--- src/rtl/uart_alu_sequencer.sv ---
// uart_alu_sequencer: pulls A, B and opcode bytes from the RX FIFO, holds them
// on the ALU inputs, waits ALU_LAT cycles, then pushes the result to TX FIFO.
// Optional build macro: SEQ_TIMEOUT_EN (inter-byte timeout in GET_B/GET_OP).
module uart_alu_sequencer #(
   parameter int DATA_W         = 8,
   parameter int OP_W           = DATA_W - 2,
   parameter int ALU_LAT        = 1,
   parameter int TIMEOUT_CYCLES = 1000
) (
   input  logic              clk,
   input  logic              i_reset,
   input  logic [DATA_W-1:0] i_rx_data,
   input  logic              i_rx_empty,
   output logic              o_rx_rd,
   output logic [DATA_W-1:0] o_opA,
   output logic [DATA_W-1:0] o_opB,
   output logic [OP_W-1:0]   o_opCode,
   input  logic [DATA_W-1:0] i_alu_result,
   output logic [DATA_W-1:0] o_tx_data,
   input  logic              i_tx_full,
   output logic              o_tx_wr,
   output logic              o_busy,
   output logic              o_timeout,
   output logic [7:0]        o_frame_cnt
);

   localparam int LAT_W = (ALU_LAT > 1) ? $clog2(ALU_LAT) : 1;
   localparam logic [LAT_W-1:0] LAT_INIT = LAT_W'(ALU_LAT - 1);

   typedef enum logic [2:0] {GET_A, GET_B, GET_OP, EXEC, SEND} state_t;

   state_t            r_state, w_next;
   logic [DATA_W-1:0] r_opA, r_opB, r_tx_data;
   logic [OP_W-1:0]   r_opCode;
   logic [LAT_W-1:0]  r_lat;
   logic [7:0]        r_frame_cnt;
   logic              r_busy;
   logic              w_pop, w_push, w_to;

`ifdef SEQ_TIMEOUT_EN
   localparam int TO_W = $clog2(TIMEOUT_CYCLES + 1);
   logic [TO_W-1:0] r_to_cnt;
   logic            w_to_hit;

   // Terminal count is reached in the empty cycle that would bring the count to TIMEOUT_CYCLES.
   assign w_to_hit = i_rx_empty && (r_to_cnt == TO_W'(TIMEOUT_CYCLES - 1));

   // Inter-byte idle counter: runs only while waiting on B or opcode, clears on pop/abort.
   always_ff @(posedge clk or negedge i_reset) begin
      if (!i_reset)
         r_to_cnt <= '0;
      else if ((r_state == GET_B || r_state == GET_OP) && i_rx_empty && !w_to)
         r_to_cnt <= r_to_cnt + 1'b1;
      else
         r_to_cnt <= '0;
   end
`endif

   // Next-state and handshake strobes; a pop always wins over a timeout.
   always_comb begin
      w_next = r_state;
      w_pop  = 1'b0;
      w_push = 1'b0;
      w_to   = 1'b0;
      case (r_state)
         GET_A: begin
            w_pop = !i_rx_empty;
            if (w_pop) w_next = GET_B;
         end
         GET_B, GET_OP: begin
            w_pop = !i_rx_empty;
            if (w_pop)
               w_next = (r_state == GET_B) ? GET_OP : EXEC;
`ifdef SEQ_TIMEOUT_EN
            else if (w_to_hit) begin
               w_to   = 1'b1;
               w_next = GET_A;
            end
`endif
         end
         EXEC: begin
            if (r_lat == '0) w_next = SEND;
         end
         SEND: begin
            w_push = !i_tx_full;
            if (w_push) w_next = GET_A;
         end
         default: w_next = GET_A;
      endcase
   end

   // State register; busy is registered from the next state so it tracks the state one-for-one.
   always_ff @(posedge clk or negedge i_reset) begin
      if (!i_reset) begin
         r_state <= GET_A;
         r_busy  <= 1'b0;
      end else begin
         r_state <= w_next;
         r_busy  <= (w_next != GET_A);
      end
   end

   // Operand capture on each pop; values persist after the frame so the ALU inputs stay stable.
   always_ff @(posedge clk or negedge i_reset) begin
      if (!i_reset) begin
         r_opA    <= '0;
         r_opB    <= '0;
         r_opCode <= '0;
      end else if (w_pop) begin
         if (r_state == GET_A)  r_opA    <= i_rx_data;
         if (r_state == GET_B)  r_opB    <= i_rx_data;
         if (r_state == GET_OP) r_opCode <= i_rx_data[OP_W-1:0];
      end
   end

   // ALU latency counter: loaded on the opcode pop, counts down through EXEC.
   always_ff @(posedge clk or negedge i_reset) begin
      if (!i_reset)
         r_lat <= '0;
      else if (w_pop && r_state == GET_OP)
         r_lat <= LAT_INIT;
      else if (r_state == EXEC && r_lat != '0)
         r_lat <= r_lat - 1'b1;
   end

   // Result capture at the end of EXEC; held through SEND until the push.
   always_ff @(posedge clk or negedge i_reset) begin
      if (!i_reset)
         r_tx_data <= '0;
      else if (r_state == EXEC && r_lat == '0)
         r_tx_data <= i_alu_result;
   end

   // Completed-frame counter, wraps naturally at 8 bits.
   always_ff @(posedge clk or negedge i_reset) begin
      if (!i_reset)
         r_frame_cnt <= '0;
      else if (w_push)
         r_frame_cnt <= r_frame_cnt + 8'd1;
   end

   assign o_rx_rd     = w_pop;
   assign o_tx_wr     = w_push;
   assign o_timeout   = w_to;
   assign o_opA       = r_opA;
   assign o_opB       = r_opB;
   assign o_opCode    = r_opCode;
   assign o_tx_data   = r_tx_data;
   assign o_busy      = r_busy;
   assign o_frame_cnt = r_frame_cnt;

endmodule

--- config.mk ---
export PLATFORM = sky130hd
export DESIGN_NAME = uart_alu_sequencer
export DESIGN_NICKNAME = d
export VERILOG_FILES = /design/src/rtl/uart_alu_sequencer.sv
export SDC_FILE = /design/constraint.sdc
export NUM_CORES = 1
export LEC_CHECK = 0
export CAP_MARGIN = 25
export CORE_MARGIN = 2
export CORE_UTILIZATION = 61
export DETAILED_ROUTE_END_ITERATION = 8
export DONT_BUFFER_PORTS = 1
export PLACE_DENSITY = 0.85
export REMOVE_ABC_BUFFERS = 1
export SLEW_MARGIN = 30
export SYNTH_ARGS = -nofsm -noshare
export SYNTH_HDL_FRONTEND = slang
export SYNTH_SLANG_ARGS = --single-unit
--- constraint.sdc ---
create_clock -name clk -period 1.8 [get_ports clk]
set_clock_uncertainty 0.15 [all_clocks]
set_input_delay 0.09 -clock clk [delete_from_list [all_inputs] [get_ports clk]]
set_output_delay 0.09 -clock clk [all_outputs]
set_load 0.05 [all_outputs]
==> results.json, run 1 <==
{
  "grt_overflow_total": 0,
  "crit_path_top_delay_cell": "dfrtp_2",
  "coreArea_um2": 2780,
  "final_util_pct": 83.8,
  "grt_max_degree": 44,
  "synth_seq_cells": 43,
  "cts_buffers": 5,
  "area_delta_synth_final_pct": 29.9,
  "antenna_found_initial": 0,
  "slew_violations": 0,
  "rows": 19,
  "diodes": 0,
  "drt-initial-drc-count": 30,
  "finalSetupViolCount": 0,
  "clock_path_buffers": 2,
  "timing.final.ws_setup_ps": 36.6,
  "num_vias": 1143,
  "relSlewSlack_pct": 66.5,
  "drive_gt1_share_pct": 45.9,
  "synth_edf_count": 0,
  "cts_tree": "built",
  "mostFrequentLayoutCell": "dfrtp_1",
  "cts.sinks": 43,
  "critPathCaptureType": "primary output",
  "drt-pass1-iter-count": 4,
  "layout_common_cells": "dfrtp_1, mux2_2, buf_4, dlygate4sd3_1, xnor2_1",
  "synth.avg_cell_area_um2": 15.2,
  "dp.cells": 158,
  "async_reset_ff_share_pct": 100,
  "pre_cts_ws_ps": -15.1,
  "status": "completed",
  "hold_class": "primary input to flip-flop",
  "die_w_um": 58.2,
  "required_ps": 1560,
  "final_cells": 201,
  "fin_nets": 190,
  "wl_mm": 3.81,
  "dp.final_hpwl_mm": 2.23,
  "synth_cells": 118,
  "grt_pass1_vias": 1173,
  "gr-usage-all-layers_pct": 23.4,
  "ys_types": 28,
  "dieArea_um2": 3390,
  "cp-start-kind": "flip-flop",
  "nFillCells": 145,
  "clk_latency_ps": 350,
  "die_y_um": 58.2,
  "crit_path_max_incr_delay_ps": 500,
  "viasPerCell": 5.69,
  "max_cap_violations": 0,
  "syn-cell-area_um2": 1790,
  "timing.final.hold_violations": 0,
  "cts_root_buf": "clkbuf_4",
  "start_util_pct": 64.5,
  "synth_top_flop_cell": "dfrtp_1",
  "htree_levels": 2,
  "fmax_mhz": 567,
  "period_share_pct": 98.0,
  "yosysWarnings": 0,
  "wl_per_cell_um": 18.9,
  "path_max_fanout": 8,
  "synth_seq_area_share_pct": 60.0,
  "drc": 0,
  "port_buffers": 0,
  "gp_congestion": 0.660,
  "clk_pin_slew_ps": 120,
  "crit_type": "flip-flop to primary output",
  "grt_pass1_wl_mm": 5.75,
  "crit_arrival_ps": 1520,
  "ant_nets": 0,
  "setup_tns_ps": 0,
  "layout_min_cycle_time_ps": 1760,
  "crit_chain": "nor4b_4, buf_4, buf_6",
  "worst_slew_pin_slew_ps": 502,
  "ioPinCount": 62
}
[worst max-delay path, delay by kind of cell (launching register included)]
family / cells / cell delay (ps)
and+or+nand+nor: 1 / 340
DFF: 1 / 500
buffers and inverters: 2 / 340
[routing by layer]
layer / global-route usage [%] / wire (um) / vias up
met3: 7.37 / 266 / 4
li1: - / - / 521
met4: 9.97 / 29 / 0
met5: 0 / 0 / -
met2: 37.5 / 1950 / 46
met1: 29.5 / 1560 / 572
[metrics by stage]
step           hold WS, ps  cell area, um2
6_report              27.1            2330
5_1_grt               12.3            2330
4_1_cts               7.44            2250
3_5_place_dp          -354            1900
3_3_place_gp          -355            1900
2_1_floorplan         -356            1750
[what timing repair did]
item                       CTS  global route
setup endpoints to repair   15             1
hold buffers                20             1
pin swaps                    0             1
gates resized for setup      3             1
hold endpoints to repair    86             3
setup buffers                5             9
[synth_stat cells, drive strengths merged, types with 2 or more instances]
library cell  count  area, um2
xnor2             6       52.6
dfrtp            43       1080
a21oi             3       15.0
mux2             32        360
a31o              2       17.5
buf               5       46.3
nand4             3       18.8
nor2              5       21.3
nor4b             2       47.6
nand2             2       7.51
nand2b            2       12.5
[kinds of logic (layout without fill, tap and decap cells)]
family	after synthesis	count (layout)	synth area share [%]
and+or+nand+nor	22	22	10.3
DFF	43	43	60.0
muxes	32	32	20.1
adders and majority gates	1	1	0.698
buffers and inverters	5	57	2.58
other	1	1	0.209
xor gates and xnor gates	7	7	3.42
AOI/OAI and AO/OA	7	7	2.65
[worst paths after layout]
kind | startpoint | to | slack, ps | cells past startpoint
worst max register to register | r_state[0]$_DFF_PN0_ | o_opCode[5]$_DFFE_PN0P_ | 60 | 4
min in group asynchronous | i_reset | r_state[1]$_DFF_PN0_ | 40 | 2
worst max-delay path | r_state[0]$_DFF_PN0_ | o_tx_wr | 40 | 3
max in group asynchronous | i_reset | o_frame_cnt[4]$_DFFE_PN0P_ | 1260 | 2
worst min register to register | o_frame_cnt[3]$_DFFE_PN0P_ | o_frame_cnt[3]$_DFFE_PN0P_ | 380 | 1
worst min-delay path | i_rx_empty | o_opB[3]$_DFFE_PN0P_ | 30 | 3
[layout make-up]
type                       count  area (um2)  share of cell area (%)
multi-input combinational     70         676                    29.0
timing repair buffer          49         434                    18.6
clock inverter                 2        60.1                    2.58
tap                           31        38.8                    1.66
sequential                    43        1080                    46.3
clock buffer                   6        41.3                    1.77
[state kept, by name, summed over array words and instances (netlist names)]
register,flops
r_lat,1
o_opCode,6
o_tx_data,8
r_state,3
o_busy,1
o_opB,8
o_frame_cnt,8
o_opA,8
Power of run 1 is not shown: default switching activity piles up to over one toggle a cycle in this logic, so the estimate is an artifact.
==> run 2: changes to the inputs <==
--- a/config.mk
+++ b/config.mk
@@ -6,8 +6,12 @@
 export NUM_CORES = 1
 export LEC_CHECK = 0
 export CAP_MARGIN = 25
+export CELL_PAD_IN_SITES_DETAIL_PLACEMENT = 1
+export CELL_PAD_IN_SITES_GLOBAL_PLACEMENT = 1
 export CORE_MARGIN = 2
-export CORE_UTILIZATION = 61
+export CORE_UTILIZATION = 49
+export CTS_BUF_LIST = sky130_fd_sc_hd__clkbuf_4 sky130_fd_sc_hd__clkbuf_8 sky130_fd_sc_hd__clkbuf_16
+export CTS_CLUSTER_SIZE = 16
 export DETAILED_ROUTE_END_ITERATION = 8
 export DONT_BUFFER_PORTS = 1
 export PLACE_DENSITY = 0.85
==> run 2 against run 1 <==
The run now ends with setup timing left. Critical endpoint is now o_opCode[2]$_DFFE_PN0P_. Global-route usage is 1.1 points higher. Count of clock-buffer cells in the layout is 1 higher. Sequential share of layout area is 0.12 points higher. Largest cell class unchanged. First-iteration DRC count is 77% higher. Setup slack worse by 43 ps. Die area is 23% higher. Non-clock buffer count is 3 lower. Register-to-register slack worse by 70 ps. Cell area is 0.48% lower. Fmax is 2.4% lower. Worst hold slack worse by 12 ps. Utilization is 16 points lower.
==> results.json, run 2 (synthesized netlist as in run 1, its figures left out) <==
{
  "status": "finished, violations left",
  "violations": "setup timing",
  "setup_tns_ps": -17.0,
  "gr-usage-all-layers_pct": 24.5,
  "ioPinCount": 62,
  "worst_slew_pin_slew_ps": 550,
  "hold_class": "primary input to flip-flop",
  "antenna_found_initial": 0,
  "grt_overflow_total": 0,
  "layout_min_cycle_time_ps": 1810,
  "wl_mm": 5.44,
  "crit_arrival_ps": 1920,
  "timing.final.hold_violations": 0,
  "clock_path_buffers": 2,
  "pre_cts_ws_ps": -18.0,
  "cp-start-kind": "flip-flop",
  "rows": 21,
  "holdWs_ps": 14.9,
  "drt-initial-drc-count": 53,
  "drt-pass1-iter-count": 4,
  "die_y_um": 64.5,
  "fin_nets": 187,
  "relSlewSlack_pct": 63.3,
  "timing.final.ws_setup_ps": -6.72,
  "p_leak_uw": 0.00101,
  "dp.final_hpwl_mm": 2.62,
  "fmax_mhz": 553,
  "cts_buffers": 5,
  "clk_latency_ps": 370,
  "max_cap_violations": 0,
  "final_util_pct": 67.9,
  "clk_pin_slew_ps": 140,
  "coreArea_um2": 3420,
  "port_buffers": 0,
  "diodes": 0,
  "num_vias": 1190,
  "cts_tree": "built",
  "period_share_pct": 100,
  "required_ps": 1910,
  "start_util_pct": 52.5,
  "wl_per_cell_um": 25.5,
  "mostFrequentLayoutCell": "dfrtp_1",
  "slew_violations": 0,
  "critPathCaptureType": "flip-flop",
  "gp_congestion": 0.717,
  "cts_root_buf": "clkbuf_4",
  "grt_pass1_vias": 1348,
  "power_density_nw_per_um2": 2150,
  "ant_nets": 0,
  "layout_common_cells": "dfrtp_1, mux2_2, buf_4, dlygate4sd3_1, xnor2_1",
  "multi_input_area_um2": 683,
  "finalSetupViolCount": 5,
  "path_max_fanout": 6,
  "seqCellArea_um2": 1080,
  "htree_levels": 2,
  "max-vdd-ir-drop_mv": 1.28,
  "fin_area_um2": 2320,
  "cts.sinks": 43,
  "drc": 0,
  "drive_gt1_share_pct": 44.9,
  "nFillCells": 326,
  "place_area_um2": 1940,
  "dieArea_um2": 4160,
  "grt_max_degree": 44,
  "crit_type": "flip-flop to flip-flop",
  "viasPerCell": 5.59,
  "area_delta_synth_final_pct": 29.3,
  "grt_pass1_wl_mm": 7.35,
  "die_w_um": 64.5
}
run 2: changes by cell type in the layout (fill, tap and decap cells not counted), sizes merged:
cell      change
buf           -3
bufinv        -2
clkbuf        +1
clkinvlp      +1
run 2: worst paths after layout:
kind / from / to / slack, ps / depth (start not counted)
min in group asynchronous: i_reset / o_frame_cnt[7]$_DFFE_PN0P_ / 50 / 2
worst max-delay path: r_state[2]$_DFF_PN0_ / o_opCode[2]$_DFFE_PN0P_ / -7 / 4
worst min-delay path: i_rx_empty / o_opA[5]$_DFFE_PN0P_ / 10 / 3
worst min register to register: r_lat$_DFFE_PN0P_ / r_lat$_DFFE_PN0P_ / 430 / 1
worst max register to register: r_state[2]$_DFF_PN0_ / o_opCode[2]$_DFFE_PN0P_ / -7 / 4
max in group asynchronous: i_reset / r_state[1]$_DFF_PN0_ / 1220 / 2
run 2: repair_timing:
item / 4_1_cts / 5_1_grt
gates resized for setup: 2 / 3
buffers inserted: 3 / 5
setup endpoints to repair: 12 / 15
endpoints found under the hold margin: 86 / 1
pin swaps: 0 / 1
hold buffers: 20 / 1
run 2: cell type report:
cell class,instances,share of cell area [%]
Clock buffer,7,2.81
Clock inverter,1,0.324
Multi-Input combinational cell,70,29.5
Sequential cell,43,46.5
Tap cell,46,2.48
Timing Repair Buffer,46,18.5
run 2: report_power, final:
group,internal [uW],switching (uW),leakage [uW]
sequential,1360,1630,0.000526
combinational,713,721,0.000450
clock,228,330,0.0000375
total,2300,2680,0.00101
run 2: worst max-delay path: stages, from the launching register on:
cell	delay [ps]
dfrtp_1	500
nand2b_2	300
nor3_4	260
buf_12	150
mux2_2	340
run 2: through the flow:
step / std cells / power (uW)
floorplan: 113 / 3730
global route: 213 / 5150
finish: 213 / 4980
CTS: 207 / 4790
detailed placement: 176 / 4150
global placement: 176 / 4040
run 2: layer usage:
| metal | up-vias | global-route usage (%) | part of all wire [%] |
|---|---|---|---|
| met5 | - | 0 | 0 |
| met4 | 0 | 10.9 | 2.9 |
| met3 | 13 | 7.99 | 6.9 |
| met2 | 57 | 45.3 | 54 |
| met1 | 609 | 24.9 | 36 |
| li1 | 511 | - | - |
No activity file was read; power rests on OpenSTA's default activity.
==> run 3: changes to the inputs <==
--- a/config.mk
+++ b/config.mk
@@ -16,6 +16,7 @@
 export DONT_BUFFER_PORTS = 1
 export PLACE_DENSITY = 0.85
 export REMOVE_ABC_BUFFERS = 1
+export SETUP_SLACK_MARGIN = 0.15
 export SLEW_MARGIN = 30
 export SYNTH_ARGS = -nofsm -noshare
 export SYNTH_HDL_FRONTEND = slang
==> run 3 against run 2 <==
The run still ends with setup timing left. Via count rose by 23%. Combinational power up 36%. First-iteration DRC count grew to 3.1 times the previous value. Largest cell class unchanged. Highest routed layer unchanged.
==> results.json, run 3 (synthesized netlist as in run 1, its figures left out) <==
{
  "sw_frac_of_total_pct": 54.3,
  "p_leak_uw": 0.00116,
  "power_density_nw_per_um2": 2190,
  "pwr-share-comb_pct": 34.7,
  "layout_min_cycle_time_ps": 1860,
  "drive_gt1_share_pct": 53.7,
  "gp_congestion": 0.717,
  "port_buffers": 0,
  "max_cap_violations": 0,
  "totalPowerFinal_uw": 5600,
  "die_y_um": 64.5,
  "layout_common_cells": "dfrtp_1, mux2_2, dlygate4sd3_1, buf_6, buf_4",
  "cts_tree": "built",
  "area_delta_synth_final_pct": 42.8,
  "drt-pass1-iter-count": 4,
  "cp-start-kind": "flip-flop",
  "multi_input_area_um2": 808,
  "crit_arrival_ps": 1970,
  "worst_slew_pin_slew_ps": 588,
  "die_w_um": 64.5,
  "ioPinCount": 62,
  "crit_path_top_delay_cell": "dfrtp_2",
  "drt-initial-drc-count": 166,
  "mostFrequentLayoutCell": "dfrtp_1",
  "num_vias": 1463,
  "clock_path_buffers": 2,
  "period_share_pct": 103,
  "status": "finished, violations left",
  "seqCellArea_um2": 1080,
  "grt_pass1_wl_mm": 8.36,
  "coreArea_um2": 3420,
  "clk_pin_slew_ps": 140,
  "drc": 0,
  "dieArea_um2": 4160,
  "cts_buffers": 5,
  "p_seq_share_pct": 54.9,
  "crit_path_max_incr_delay_ps": 520,
  "pwr-share-clk_pct": 10.4,
  "p_sw_uw": 3040,
  "final_util_pct": 75.0,
  "rows": 21,
  "cts_root_buf": "clkbuf_4",
  "timing.final.ws_setup_ps": -56.2,
  "hold_class": "primary input to flip-flop",
  "path_max_fanout": 8,
  "max-vdd-ir-drop_mv": 1.57,
  "rsz0062_at_grt": "yes",
  "antenna_found_initial": 3,
  "crit_type": "flip-flop to flip-flop",
  "slew_violations": 0,
  "required_ps": 1910,
  "cts.sinks": 43,
  "relSlewSlack_pct": 60.7,
  "internal_power_uw": 2560,
  "grt_pass1_vias": 1387,
  "grt_max_degree": 44,
  "start_util_pct": 52.5,
  "wl_mm": 8.18,
  "setup_tns_ps": -57.4,
  "grt_overflow_total": 0,
  "htree_levels": 2,
  "timing.final.hold_violations": 0,
  "viasPerCell": 6.53,
  "finalSetupViolCount": 2,
  "gr-usage-all-layers_pct": 28.7,
  "clk_latency_ps": 350,
  "ant_nets": 0,
  "fin_nets": 195,
  "violations": "setup timing",
  "crit_chain": "nor4b_4, buf_6, buf_8, nand4_1, xnor2_1",
  "fmax_mhz": 539,
  "nFillCells": 283,
  "critPathCaptureType": "flip-flop",
  "dp.final_hpwl_mm": 2.62,
  "wl_per_cell_um": 36.5
}
run 3: worst max-delay path: cells and delay by family (launching register included):
kind                      cells  cell delay [ps]
DFF                           1              520
xor gates and xnor gates      1              280
buffers and inverters         2              310
and+or+nand+nor               2              500
run 3: power groups by stage:
stage	clock (uW)	combinational, uW	sequential [uW]
finish	585	1940	3070
global route	633	2000	3080
CTS	552	1480	2960
detailed placement	0	1150	3000
global placement	0	1070	2960
floorplan	0	683	3050
run 3: repair_timing:
item | 4_1_cts | 5_1_grt
endpoints found under the hold margin | 78 | 0
setup buffers | 8 | 8
cloned | 0 | 1
setup endpoints to repair | 33 | 36
hold buffers | 20 | 0
gates resized for setup | 22 | 28
pin swaps | 4 | 6
run 3: final timing paths:
check	slack [ps]	endpoint	cells after the start	from
max reg2reg	-60	o_frame_cnt[3]$_DFFE_PN0P_	5	r_state[1]$_DFF_PN0_
max	-60	o_frame_cnt[3]$_DFFE_PN0P_	5	r_state[1]$_DFF_PN0_
min	50	o_frame_cnt[5]$_DFFE_PN0P_	5	i_tx_full
min reg2reg	480	r_lat$_DFFE_PN0P_	1	r_lat$_DFFE_PN0P_
max in group asynchronous	1190	r_state[2]$_DFF_PN0_	2	i_reset
min in group asynchronous	100	r_lat$_DFFE_PN0P_	2	i_reset
run 3: area by class of cell:
| class | count | share of cell area, % |
|---|---|---|
| antenna | 3 | 0.293 |
| clock buffer | 7 | 2.54 |
| clock inverter | 1 | 0.293 |
| multi-input combinational | 71 | 31.6 |
| sequential | 43 | 42.1 |
| tap | 46 | 2.25 |
| timing repair buffer | 53 | 21.0 |
run 3: stage by stage:
stage	hold WS, ps	std cells	setup slack, ps	area (um2)
after detailed placement	-355	176	-18.0	1940
after global placement	-355	176	65.9	1940
after CTS	9.37	212	103	2360
after floorplan	-356	113	-252	1750
final	54.7	224	-56.2	2560
after global routing	38.1	224	-81.4	2560
run 3: routing by layer:
metal	global-route usage (%)	vias to the layer above	part of all wire, %
met4	14.6	0	7.5
met1	33.8	750	35
met2	48.4	130	49
met3	7.64	51	8.7
li1	-	532	-
met5	0	-	0
